===== config.mk =====
export PLATFORM = sky130hd
export DESIGN_NAME = rf_port_arbiter
export DESIGN_NICKNAME = d
export VERILOG_FILES = /design/src/rtl/rf_port_arbiter.sv
export SDC_FILE = /design/constraint.sdc
export NUM_CORES = 1
export LEC_CHECK = 0
export ABC_AREA = 1
export CAP_MARGIN = 0
export CORE_MARGIN = 2
export CORE_UTILIZATION = 32
export DETAILED_ROUTE_END_ITERATION = 10
export PLACE_DENSITY = 0.72
export SYNTH_ARGS = -nofsm -noshare
export SYNTH_HDL_FRONTEND = slang
export SYNTH_SLANG_ARGS = --single-unit

===== constraint.sdc =====
create_clock -name clk -period 2.3 [get_ports clk]
set_input_delay 0.345 -clock clk [delete_from_list [all_inputs] [get_ports clk]]
set_output_delay 0.345 -clock clk [all_outputs]
set_load 0.005 [all_outputs]

===== src/rtl/rf_port_arbiter.sv =====
// -----------------------------------------------------------------------------
// rf_port_arbiter
//
// Shares the CGRA register file's single write port and single read port among
// NUM_REQ processing-element requesters. Two independent round-robin arbiters
// run every cycle. The WR arbiter sees valid write requests and the RD arbiter
// sees valid read requests, so one write and one read can be granted together.
// Read data is registered and returned with a one-hot response strobe.
//
// Optional feature macro: RF_ARB_WR_FWD_EN
//   defined   - a read and a write granted in the same cycle to the same
//               address return the write data (read-after-write).
//   undefined - the read always returns rf_dout (read-before-write).
//
// Parameters:
//   NUM_REQ  number of requesters (2..8)
//   DATA_W   data width
//   ADDR_W   register file address width
//   CNT_W    width of the saturating grant statistics counters
//
// Ports:
//   clk, rst_n           clock, asynchronous active-low reset
//   req_valid/req_we     per-requester valid, 1 = write / 0 = read
//   req_addr/req_wdata   packed per-requester address / write data
//   req_ready            combinational grant (at most one WR + one RD bit)
//   rsp_valid/rsp_data   one-cycle one-hot read strobe, registered read data
//   rf_wen/rf_wr_addr/rf_din   register file write port
//   rf_rd_addr/rf_dout         register file read port (rf_dout combinational)
//   wr_grant_cnt/rd_grant_cnt  saturating counts of granted writes / reads
// -----------------------------------------------------------------------------
module rf_port_arbiter #(
   parameter int NUM_REQ = 4,
   parameter int DATA_W  = 32,
   parameter int ADDR_W  = 5,
   parameter int CNT_W   = 16
) (
   input  logic                        clk,
   input  logic                        rst_n,
   input  logic [NUM_REQ-1:0]          req_valid,
   input  logic [NUM_REQ-1:0]          req_we,
   input  logic [NUM_REQ*ADDR_W-1:0]   req_addr,
   input  logic [NUM_REQ*DATA_W-1:0]   req_wdata,
   output logic [NUM_REQ-1:0]          req_ready,
   output logic [NUM_REQ-1:0]          rsp_valid,
   output logic [DATA_W-1:0]           rsp_data,
   output logic                        rf_wen,
   output logic [ADDR_W-1:0]           rf_wr_addr,
   output logic [DATA_W-1:0]           rf_din,
   output logic [ADDR_W-1:0]           rf_rd_addr,
   input  logic [DATA_W-1:0]           rf_dout,
   output logic [CNT_W-1:0]            wr_grant_cnt,
   output logic [CNT_W-1:0]            rd_grant_cnt
);

   localparam int               PTR_W    = $clog2(NUM_REQ);
   localparam logic [PTR_W-1:0] LAST_IDX = PTR_W'(NUM_REQ - 1);
   localparam logic [CNT_W-1:0] CNT_MAX  = {CNT_W{1'b1}};

   // Round-robin pick: returns {found, index} of the first set bit of elig,
   // scanning ptr, ptr+1, ... modulo NUM_REQ. The scan runs backwards so the
   // last assignment made is the lowest distance from ptr.
   function automatic logic [PTR_W:0] rr_pick(input logic [NUM_REQ-1:0] elig,
                                              input logic [PTR_W-1:0]   ptr);
      logic [PTR_W:0] res;
      int             idx;
      res = {(PTR_W+1){1'b0}};
      for (int k = NUM_REQ - 1; k >= 0; k--) begin
         idx = (int'(ptr) + k) % NUM_REQ;
         if (elig[idx]) begin
            res = {1'b1, idx[PTR_W-1:0]};
         end else begin
            res = res;
         end
      end
      return res;
   endfunction

   logic [PTR_W-1:0]   wr_ptr_r;
   logic [PTR_W-1:0]   rd_ptr_r;
   logic [NUM_REQ-1:0] rsp_valid_r;
   logic [DATA_W-1:0]  rsp_data_r;
   logic [CNT_W-1:0]   wr_cnt_r;
   logic [CNT_W-1:0]   rd_cnt_r;

   logic [NUM_REQ-1:0] wr_elig_s;
   logic [NUM_REQ-1:0] rd_elig_s;
   logic [PTR_W:0]     wr_pick_s;
   logic [PTR_W:0]     rd_pick_s;
   logic               wr_hit_s;
   logic               rd_hit_s;
   logic [PTR_W-1:0]   wr_idx_s;
   logic [PTR_W-1:0]   rd_idx_s;
   logic [ADDR_W-1:0]  wr_addr_s;
   logic [DATA_W-1:0]  wr_data_s;
   logic [ADDR_W-1:0]  rd_addr_s;
   logic [DATA_W-1:0]  rd_data_s;

   // Split requests into the two classes and run both arbiters.
   always_comb begin
      wr_elig_s = req_valid & req_we;
      rd_elig_s = req_valid & ~req_we;
      wr_pick_s = rr_pick(wr_elig_s, wr_ptr_r);
      rd_pick_s = rr_pick(rd_elig_s, rd_ptr_r);
      wr_hit_s  = wr_pick_s[PTR_W];
      rd_hit_s  = rd_pick_s[PTR_W];
      wr_idx_s  = wr_pick_s[PTR_W-1:0];
      rd_idx_s  = rd_pick_s[PTR_W-1:0];
      wr_addr_s = req_addr[wr_idx_s*ADDR_W +: ADDR_W];
      wr_data_s = req_wdata[wr_idx_s*DATA_W +: DATA_W];
      rd_addr_s = req_addr[rd_idx_s*ADDR_W +: ADDR_W];
   end

   // Select the value captured into rsp_data on a read grant.
   always_comb begin
      rd_data_s = rf_dout;
`ifdef RF_ARB_WR_FWD_EN
      // Same-cycle write to the read address: return the new data.
      if (wr_hit_s && rd_hit_s && (wr_addr_s == rd_addr_s)) begin
         rd_data_s = wr_data_s;
      end else begin
         rd_data_s = rf_dout;
      end
`endif
   end

   // Grants and register file port drive; everything is forced to zero in reset.
   always_comb begin
      req_ready  = {NUM_REQ{1'b0}};
      rf_wen     = 1'b0;
      rf_wr_addr = {ADDR_W{1'b0}};
      rf_din     = {DATA_W{1'b0}};
      rf_rd_addr = {ADDR_W{1'b0}};
      if (rst_n && wr_hit_s) begin
         req_ready[wr_idx_s] = 1'b1;
         rf_wen              = 1'b1;
         rf_wr_addr          = wr_addr_s;
         rf_din              = wr_data_s;
      end else begin
         rf_wen = 1'b0;
      end
      if (rst_n && rd_hit_s) begin
         req_ready[rd_idx_s] = 1'b1;
         rf_rd_addr          = rd_addr_s;
      end else begin
         rf_rd_addr = {ADDR_W{1'b0}};
      end
   end

   // Priority pointers: move just past the winner, wrapping to 0 after the last requester.
   always_ff @(posedge clk or negedge rst_n) begin
      if (!rst_n) begin
         wr_ptr_r <= {PTR_W{1'b0}};
         rd_ptr_r <= {PTR_W{1'b0}};
      end else begin
         if (wr_hit_s) begin
            wr_ptr_r <= (wr_idx_s == LAST_IDX) ? {PTR_W{1'b0}} : wr_idx_s + PTR_W'(1);
         end else begin
            wr_ptr_r <= wr_ptr_r;
         end
         if (rd_hit_s) begin
            rd_ptr_r <= (rd_idx_s == LAST_IDX) ? {PTR_W{1'b0}} : rd_idx_s + PTR_W'(1);
         end else begin
            rd_ptr_r <= rd_ptr_r;
         end
      end
   end

   // Read response: one-cycle one-hot strobe; data holds when no read is granted.
   always_ff @(posedge clk or negedge rst_n) begin
      if (!rst_n) begin
         rsp_valid_r <= {NUM_REQ{1'b0}};
         rsp_data_r  <= {DATA_W{1'b0}};
      end else begin
         if (rd_hit_s) begin
            rsp_valid_r <= {{(NUM_REQ-1){1'b0}}, 1'b1} << rd_idx_s;
            rsp_data_r  <= rd_data_s;
         end else begin
            rsp_valid_r <= {NUM_REQ{1'b0}};
            rsp_data_r  <= rsp_data_r;
         end
      end
   end

   // Saturating grant statistics.
   always_ff @(posedge clk or negedge rst_n) begin
      if (!rst_n) begin
         wr_cnt_r <= {CNT_W{1'b0}};
         rd_cnt_r <= {CNT_W{1'b0}};
      end else begin
         if (wr_hit_s && (wr_cnt_r != CNT_MAX)) begin
            wr_cnt_r <= wr_cnt_r + CNT_W'(1);
         end else begin
            wr_cnt_r <= wr_cnt_r;
         end
         if (rd_hit_s && (rd_cnt_r != CNT_MAX)) begin
            rd_cnt_r <= rd_cnt_r + CNT_W'(1);
         end else begin
            rd_cnt_r <= rd_cnt_r;
         end
      end
   end

   assign rsp_valid    = rsp_valid_r;
   assign rsp_data     = rsp_data_r;
   assign wr_grant_cnt = wr_cnt_r;
   assign rd_grant_cnt = rd_cnt_r;

endmodule


==> flow_summary.toml <==
[outcome]
status = "finished, violations left"
violations = "negative setup slack"

[setup_path]
crit_required_ns = 1.96
crit_top_cell = "nand2_4"
cpPeakStageDelay_ns = 0.49
cp_max_fo = 5
path_class = "flop to primary output"
crit_path_end_kind = "primary output"
worstPathCellList = "buf_6 > nand2_4 > nand2_4 > nand3_4 > nand2_4 > nor2_4 > nor2_4 > nand2_4 > buf_4 > buf_12 > buf_8 > buf_4 > nand3_2 > nand3_2 > a21oi_2 > buf_2"
slowest_stage = "dfrtp_2"
critPathTopFamily = "buffers and inverters"
crit_path_start_kind = "flop"
critPathArrivalTime_ns = 2.52
crit_buf_inv = 6

[power]
powerDensity_nw_per_um2 = 1710
ir_worst_vdd_v = 0.000921
cellLeakagePower_nw = 5.83

[clock_tree]
cts.sinks = 72
hold_buffers = 0
h-tree-depth = 3
cts_tree = "built"
root_buffer = "clkbuf_16"
clk_pin_slew_ns = 0.06
cts_made_buffers = 9
clk_path_buf_depth = 2
clk_latency_ns = 0.33

[sta]
worst_pin_slew_ns = 0.435
worst_slack_ns = -0.567
fin_crit_sh_pct = 125
period_needed_ns = 2.87
finalClockSkew_ns = 0.00606
setup_tns_ns = -19.81
drv_slew = 0
slew_headroom_pct = 70.8
final_hold_viol_count = 0
setup_viol = 47
rsz0062_at_grt = "true"
fmax_ghz = 0.349

[logic_synthesis]
synth_mux_area_share_pct = 0
async_flop_share_pct = 100
synth_warnings = 0
synthSimpleGateAreaFrac_pct = 42.6
synth_edf_count = 0
synthXorXnorAreaFrac_pct = 4.58
syn-num-nets = 1127
synth_seq_area_share_pct = 31.4
synth_seq_cells = 72
syn_area_um2 = 5740
synth_top_family_by_area = "simple AND/OR/NAND/NOR gates"
synthFlopType = "dfrtp_1"
synthAdderAreaFrac_pct = 0.654
avgSynthCellArea_um2 = 6.14
yosysUniqueCellTypes = 30
synthCells = 934
synth_compound_area_share_pct = 4.89

[floorplanning]
rows = 48
core_area_um2 = 17400
fp.dieW_um = 138
start_util_pct = 32.9
die_h_um = 138
dieArea_um2 = 19000
ioPinCount = 305

[drt]
vias = 7806
routedWlPerCell_um = 17.1
wl_um = 26900
drt-pass1-iter-count = 5
drt_iter0_markers = 305
drt.antenna.violating_nets = 0
vias_per_cell = 4.96
drc = 0

[finish]
drive_gt1_share_pct = 31.5
regArea_um2 = 1810
fillers = 1427
fin_nets = 1536
syn2layout_area_growth_pct = 99.6
final_util_pct = 65.8
multi_input_area_um2 = 4110

[grt]
grt_pass1_vias = 7382
grt_first_pass_wirelength_um = 37200
grt_max_degree = 37
grt.overflow.total = 0
antenna_found_initial = 3
grt_usage_pct = 25.2

[run]
maxCapViolations = 0

[place]
io_buffers = 304
gp_congestion = 0.902
dp_hpwl_um = 17900

[worst_hold_path]
hold_path_class = "primary input to asynchronous set/reset pin"
## state kept, by name (all words and copies together) (netlist names)
register / count
rsp_valid: 4
rd_ptr_r: 2
wr_ptr_r: 2
rsp_data: 32
wr_grant_cnt: 16
rd_grant_cnt: 16
## report_power, final
part / total [mW] / internal [mW] / switching, mW
clock: 1.27 / 0.750 / 0.521
combinational: 16.1 / 7.70 / 8.39
sequential: 2.20 / 1.77 / 0.434
## through the flow
step,power (mW),setup WS [ns],std cells,cell area (um^2),hold WS (ns)
finish,19.6,-0.567,1575,11500,0.0593
CTS,16.9,-0.516,1556,10600,0.0603
global placement,13.4,-0.812,1500,9530,0.409
floorplan,7.87,0.265,934,5740,0.0494
global route,20.7,-0.654,1575,11500,0.0781
detailed placement,13.6,-0.860,1500,9530,0.409
## final timing paths
| check | from | endpoint | slack (ns) | cells past startpoint |
|---|---|---|---|---|
| hold / removal | rst_n | wr_ptr_r[0] | 0.06 | 2 |
| setup reg to reg | wr_ptr_r[0] | wr_ptr_r[0] | 0.13 | 15 |
| hold reg to reg | rsp_data[28] | rsp_data[28] | 0.47 | 2 |
| setup / recovery | wr_ptr_r[0] | rf_din[10] | -0.57 | 16 |
| min in group clk | rsp_data[28] | rsp_data[28] | 0.47 | 2 |
| max in group asynchronous | rst_n | rsp_data[17] | 1.89 | 2 |
## logic make-up after synthesis
logic type,after synthesis
AND/OR/NAND/NOR,556
XOR/XNOR,30
flip-flops,72
adder cells (fa/ha/maj),3
buffers and inverters,221
AO/OA/AOI/OAI,52
## per-layer routing
metal,GRT usage [%],wire [um],vias to the layer above
met5,0,0,-
met2,44.9,13400,414
met4,13.7,1300,0
li1,-,-,3724
met1,26.9,9400,3593
met3,7.24,2820,75
## cell usage in the layout, fill, tap and decap left out, types with 12 or more instances in the layout
cell,Yosys,routed
nand3_2,1,76
clkbuf_16,0,13
buf_4,6,85
dfrtp_1,72,69
xnor2_1,13,12
nand2_4,3,36
a21oi_2,1,28
clkdlybuf4s50_1,0,250
buf_12,0,15
nand2_2,7,36
buf_2,17,46
nor2_1,47,38
nand3_1,215,130
xor2_1,17,17
inv_1,171,165
buf_6,5,28
nand2_1,265,200
## final cells by class
type                       instances  share of cell area [%]
antenna                            3                  0.0656
clock buffer                      10                    2.09
clock inverter                     5                   0.295
inverter                         178                    6.11
multi-input combinational        641                    35.9
sequential                        72                    15.8
tap                              225                    2.46
timing repair buffer             440                    37.3
timing repair inverter             1                  0.0546
## cells in the mapped netlist (9+ instances only)
library cell | instances | area, um^2
a21oi_1 | 38 | 190
o21ai_0 | 9 | 45.0
inv_1 | 171 | 642
xnor2_1 | 13 | 114
buf_2 | 17 | 85.1
xor2_1 | 17 | 149
dfrtp_1 | 72 | 1800
clkbuf_1 | 10 | 37.5
nand3_1 | 215 | 1080
nor2_1 | 47 | 176
nand2_1 | 265 | 995
## timing repair
item | CTS | global route
pin swaps | 66 | 80
setup buffers | 37 | 16
setup endpoints to repair | 47 | 56
gates cloned | 4 | 5
resized for setup | 336 | 185
Note: power is estimated with default switching activity, not from simulation.
